**src/rtl/timebase_generator.sv**
```systemverilog
// Programmable divider tick source, phase-alignable to an async sync pulse, AXI-lite configured.
// Latency: tick_out registered; sync edge acts SYNC_STAGES+1 edges after sync_in rises.
// Backpressure: one outstanding write response and one read response; aw/w accepted together.
module timebase_generator #(
  parameter int COUNTER_WIDTH = 32,
  parameter int SYNC_STAGES   = 2
) (
  input  logic        clock,
  input  logic        reset,
  input  logic        sync_in,
  input  logic        gen_enable_in,
  output logic        tick_out,
  output logic        running,
  input  logic [3:0]  axil_awaddr,
  input  logic        axil_awvalid,
  output logic        axil_awready,
  input  logic [31:0] axil_wdata,
  input  logic [3:0]  axil_wstrb,
  input  logic        axil_wvalid,
  output logic        axil_wready,
  output logic [1:0]  axil_bresp,
  output logic        axil_bvalid,
  input  logic        axil_bready,
  input  logic [3:0]  axil_araddr,
  input  logic        axil_arvalid,
  output logic        axil_arready,
  output logic [31:0] axil_rdata,
  output logic [1:0]  axil_rresp,
  output logic        axil_rvalid,
  input  logic        axil_rready
);

  localparam int CW = COUNTER_WIDTH;

  typedef enum logic {ST_IDLE, ST_RUN} state_t;

  state_t                 state_q, state_d;
  logic [CW-1:0]          counter_q, counter_d;
  logic [CW-1:0]          divider_q, divider_d;
  logic [CW-1:0]          phase_q, phase_d;
  logic                   tick_q, tick_d;
  logic [31:0]            tick_count_q, tick_count_d;
  logic [1:0]             ctrl_q, ctrl_d;
  logic [SYNC_STAGES-1:0] sync_pipe_q, sync_pipe_d;
  logic                   sync_prev_q, sync_prev_d;
  logic                   bvalid_q, bvalid_d;
  logic                   rvalid_q, rvalid_d;
  logic [31:0]            rdata_q, rdata_d;

  logic          run, sync_pulse, wr_fire, rd_fire;
  logic [CW-1:0] reload_val;
  logic [31:0]   wr_old, wr_new;
  logic [31:0]   reg_view [4];

  assign reg_view[0] = {30'd0, ctrl_q};
  assign reg_view[1] = 32'(divider_q);
  assign reg_view[2] = 32'(phase_q);
  assign reg_view[3] = tick_count_q;

  assign run        = ctrl_q[0] | gen_enable_in;
  assign sync_pulse = sync_pipe_q[SYNC_STAGES-1] & ~sync_prev_q;
  // A phase beyond the divider clamps, so the very next cycle wraps and ticks.
  assign reload_val = (phase_q > divider_q) ? divider_q : phase_q;
  assign wr_fire    = axil_awvalid & axil_wvalid & ~bvalid_q;
  assign rd_fire    = axil_arvalid & ~rvalid_q;
  assign wr_old     = reg_view[axil_awaddr[3:2]];

  always_comb begin
    wr_new = wr_old;
    for (int b = 0; b < 4; b++) begin
      if (axil_wstrb[b]) wr_new[8*b +: 8] = axil_wdata[8*b +: 8];
    end
  end

  always_comb begin
    state_d      = state_q;
    counter_d    = counter_q;
    tick_d       = 1'b0;
    tick_count_d = tick_count_q;
    case (state_q)
      ST_IDLE: begin
        counter_d    = '0;
        tick_count_d = '0;
        if (run) state_d = ST_RUN;
      end
      ST_RUN: begin
        if (!run) begin
          state_d      = ST_IDLE;
          counter_d    = '0;
          tick_count_d = '0;
        end else begin
          tick_count_d = tick_count_q + 32'(tick_q);
          // Sync reload wins over a coincident terminal count; that tick is dropped.
          if (sync_pulse && ctrl_q[1]) begin
            counter_d = reload_val;
          end else if (counter_q >= divider_q) begin
            counter_d = '0;
            tick_d    = 1'b1;
          end else begin
            counter_d = counter_q + CW'(1);
          end
        end
      end
      default: state_d = ST_IDLE;
    endcase
  end

  always_comb begin
    ctrl_d      = ctrl_q;
    divider_d   = divider_q;
    phase_d     = phase_q;
    bvalid_d    = bvalid_q & ~axil_bready;
    rvalid_d    = rvalid_q & ~axil_rready;
    rdata_d     = rdata_q;
    sync_pipe_d = {sync_pipe_q[SYNC_STAGES-2:0], sync_in};
    sync_prev_d = sync_pipe_q[SYNC_STAGES-1];
    if (wr_fire) begin
      bvalid_d = 1'b1;
      if (axil_awaddr[1:0] == 2'b00) begin
        case (axil_awaddr[3:2])
          2'd0:    ctrl_d    = wr_new[1:0];
          2'd1:    divider_d = CW'(wr_new);
          2'd2:    phase_d   = CW'(wr_new);
          default: ;
        endcase
      end
    end
    if (rd_fire) begin
      rvalid_d = 1'b1;
      rdata_d  = (axil_araddr[1:0] == 2'b00) ? reg_view[axil_araddr[3:2]] : 32'd0;
    end
  end

  always_ff @(posedge clock) begin
    if (reset) begin
      state_q      <= ST_IDLE;
      counter_q    <= '0;
      divider_q    <= '0;
      phase_q      <= '0;
      tick_q       <= 1'b0;
      tick_count_q <= '0;
      ctrl_q       <= '0;
      sync_pipe_q  <= '0;
      sync_prev_q  <= 1'b0;
      bvalid_q     <= 1'b0;
      rvalid_q     <= 1'b0;
      rdata_q      <= '0;
    end else begin
      state_q      <= state_d;
      counter_q    <= counter_d;
      divider_q    <= divider_d;
      phase_q      <= phase_d;
      tick_q       <= tick_d;
      tick_count_q <= tick_count_d;
      ctrl_q       <= ctrl_d;
      sync_pipe_q  <= sync_pipe_d;
      sync_prev_q  <= sync_prev_d;
      bvalid_q     <= bvalid_d;
      rvalid_q     <= rvalid_d;
      rdata_q      <= rdata_d;
    end
  end

  assign tick_out     = tick_q;
  assign running      = (state_q == ST_RUN);
  assign axil_awready = wr_fire;
  assign axil_wready  = wr_fire;
  assign axil_bresp   = 2'b00;
  assign axil_bvalid  = bvalid_q;
  assign axil_arready = ~rvalid_q;
  assign axil_rdata   = rdata_q;
  assign axil_rresp   = 2'b00;
  assign axil_rvalid  = rvalid_q;

endmodule
```
**config.mk**
```make
export PLATFORM = sky130hd
export DESIGN_NAME = timebase_generator
export DESIGN_NICKNAME = d
export VERILOG_FILES = /design/src/rtl/timebase_generator.sv
export SDC_FILE = /design/constraint.sdc
export NUM_CORES = 1
export LEC_CHECK = 0
export BUFFER_PORTS_ARGS = -buffer_cell sky130_fd_sc_hd__buf_2
export CAP_MARGIN = 15
export CORE_MARGIN = 8
export CORE_UTILIZATION = 51
export CTS_CLUSTER_DIAMETER = 60
export CTS_CLUSTER_SIZE = 24
export DETAILED_ROUTE_END_ITERATION = 10
export GPL_ROUTABILITY_DRIVEN = 0
export MAX_ROUTING_LAYER = met4
export PLACE_DENSITY = 0.71
export SYNTH_ARGS = -nofsm -noshare
export SYNTH_HDL_FRONTEND = slang
export SYNTH_SLANG_ARGS = --single-unit
```
**constraint.sdc**
```tcl
create_clock -name clock -period 3.2 [get_ports clock]
set_input_delay 0.48 -clock clock [delete_from_list [all_inputs] [get_ports clock]]
set_output_delay 0.48 -clock clock [all_outputs]
set_load 0.01 [all_outputs]
```
==> reports/results.txt <==
worst hold path endpoint = axil_rvalid
share of the clock period used by the worst path = 83.3%
launch point of the worst reg-to-reg path = divider_q[27]
Hold Fails Final Rpt = 0
GRT Overall Usage = 25.5%
Synth top cells by count = nand2_1, dfxtp_1, a21oi_1
maximum number of pins on one net before global-route repair = 65
portion of the post-synthesis area used by sequential elements = 33.2%
leakage power = 4.22 nW
CP Class = reg -> reg
total negative slack for setup checks = 0 ns
RSZ-0062 raised after global routing = no
net switching power = 0.00117 W
Final #Nets = 1453
Total Routed Length = 30200 microns
average detailed-routed wire length per instance = 18.7 microns
clock transition at the registers of the reported paths = 0.07 ns
number of setup violations in the final report = 0
Die ar. = 24700 sq um
source-to-sink clock delay at the later pin of the worst-skew pair = 0.44 ns
worst-case vdd ir drop = 383 uV
leading cell types by total area after synthesis = dfxtp_1, ha_1, nand2_1
wire length of the first global-routing pass = 48900 microns
detail-routed via count per cell = 5.99
mapped cell area = 10200 sq um
number of clock sinks seen by CTS = 169
biggest area consumer among synthesized cells = dfxtp_1
Worst Skew = 0.0106 ns
overall via count from detail_route = 9644
async set-or-reset flop fraction in the synthesized netlist = 0%
dominant cell by count in the synthesized netlist = nand2_1
number of levels in the clock H-tree = 4
slack of the worst reg-to-reg path = 0.54 ns
Min-Delay Path Depth = 2
slew of the pin with the lowest slew margin = 0.922 ns
predominant post-synthesis flop cell = dfxtp_1
ratio of cells with drive above 1 in the final layout = 14.7%
clock root buffer = clkbuf_16
Pins Over Slew Limit = 0
distinct cell type count after synthesis = 60
part of the total power dissipated in sequential elements = 47.4%
via count of the first global-routing pass = 9235
flip-flop and latch count after synthesis = 169
number of enable flip-flop cells after synthesis = 0
arrival time at the worst endpoint = 3.02 ns
Max Cap Viol = 0
warnings from Yosys = 0
setup repair bufs after CTS = 0
internal power consumption = 0.00331 W
outcome = complete, no violations
Worst R2R End = counter_q[3]
vertical die dimension = 157 microns
number of gates resized after cts = 0
port bufs = 91
initial core utilization = 52.1%
Critical Path End Type = register
drt initial violations = 928
layout overhead on the synthesized area = 11.8%
number of antenna repair diodes = 0
Data required, critical path = 3.56 ns
highest attainable clock frequency = 375 MHz
ratio of total power to cell area = 393 nW/um^2
Switching Fraction = 26.0%
Critical Path Fanout Max = 10
Clock Tree Buf Depth = 2
number of antenna violations at the first check in global routing = 0
worst max-slew margin expressed relative to the limit = 38.2%
total of hold buffers inserted after clock tree synthesis = 0
die width = 157 microns
part of the total power dissipated in the clock network = 45.0%
HPWL after detailed placement = 21300 microns
# IOs = 96
GRT overflow = 0
Avg Cell Area, Syn = 7.94 sq um
TritonCTS clock tree = done
length in cells of the worst reg-to-reg path = 8
share of the core filled with cells in the final layout = 58.2%
remaining number of nets flagged by the antenna check after routing = 0
class of the worst hold path = in -> reg
share of the synthesized area in the top cell type = 33.2%
TritonCTS buffer count = 17
type of origin of the critical path = register
beginning of the critical path = divider_q[27]
Pre-Repair DR Iteration Count = 6
number of standard-cell rows in the floorplan = 51
Mapped Cells = 1281
min cycle time layout = 2.66 ns
DRC violations left = 0
startpoint of the most critical hold path = axil_rready
floorplan core area = 19500 sq um
combinational cell fraction of total power = 7.6%
[kinds of logic (layout without fill, tap and decap cells)]
| family | after synthesis | count (layout) | synth area share, % |
|---|---|---|---|
| simple gates | 409 | 409 | 18.1 |
| buf+inv | 191 | 253 | 7.77 |
| compound gates | 384 | 384 | 26.8 |
| fa+ha+maj | 67 | 67 | 8.24 |
| xor+xnor | 54 | 54 | 4.65 |
| mux | 6 | 6 | 1.08 |
| other cells | 1 | 4 | 0.0369 |
| flops | 169 | 169 | 33.2 |
[through the flow]
stage          total power [W]  setup slack (ns)  hold slack [ns]  instance area [sq um]  std cells
2_1_floorplan          0.00237             0.935            0.414                  10200       1284
3_3_place_gp           0.00250             0.685            0.424                  10800       1579
3_5_place_dp           0.00250             0.594            0.441                  10800       1579
4_1_cts                0.00449             0.561            0.211                  11400       1611
5_1_grt                0.00462             0.356            0.216                  11400       1611
6_report               0.00447             0.535            0.219                  11400       1611
[sequential cells by signal, summed over array words and instances (netlist names)]
name	cells
running	1
tick_out	1
tick_count_q	32
axil_bvalid	1
counter_q	32
axil_rvalid	1
axil_rdata	32
divider_q	32
sync_pipe_q	2
phase_q	32
sync_prev_q	1
ctrl_q	2
[worst max path at each step]
stage | end | cells past startpoint
after global routing | counter_q[5] | 8
after floorplan | counter_q[30] | 10
after detailed placement | counter_q[3] | 8
after global placement | counter_q[9] | 8
after CTS | counter_q[3] | 8
final | counter_q[3] | 8
[routing by layer]
| metal | track usage (%) | routed length, microns | vias up |
|---|---|---|---|
| li1 | - | - | 4658 |
| met1 | 32.5 | 13600 | 4576 |
| met2 | 39.9 | 13600 | 359 |
| met3 | 4.52 | 2170 | 51 |
| met4 | 9.38 | 735 | 0 |
| met5 | - | 0 | - |
[worst max-delay path, cell delays in order (launching register included)]
cell and delay, ns:
dfxtp_1 0.38, inv_1 0.11, ha_1 0.33, nand4_1 0.25
nor4_1 0.48, o311a_1 0.53, buf_4 0.28, o211ai_1 0.13
o221ai_2 0.09
[layout by cell type (no fill, tap or decap), types with 11 or more instances in the layout]
cell type  synthesis  layout
nand2_1          219     219
dfxtp_1          169     169
a21oi_1          118     118
inv_1            100     100
buf_2              3      90
nor2_1            76      75
o21ai_0           73      73
ha_1              67      67
xor2_1            41      41
o211ai_1          34      34
a22oi_1           33      32
buf_4              8      31
a221oi_1          30      30
a22o_1            30      30
o221ai_2          30      30
nand3_1           27      27
nand4_1           24      24
clkbuf_16          0      17
xnor2_1           13      13
and4_1            11      11
[power by group through the flow]
stage | Sequential [W] | Clock [W] | Combinational, W
finish | 0.00212 | 0.00201 | 0.000342
global route | 0.00212 | 0.00213 | 0.000370
CTS | 0.00212 | 0.00204 | 0.000337
detailed placement | 0.00217 | 0 | 0.000335
global placement | 0.00217 | 0 | 0.000332
floorplan | 0.00217 | 0 | 0.000207
[final cells by class]
| class | instances | area [sq um] |
|---|---|---|
| clock buffers | 19 | 443 |
| clock inverters | 13 | 119 |
| fillers | 1828 | 8150 |
| inverters | 100 | 375 |
| multi-input cells | 924 | 6040 |
| flip-flops and latches | 169 | 3380 |
| well taps | 265 | 332 |
| repair buffers | 121 | 683 |
(Power assumes the default switching activity.)
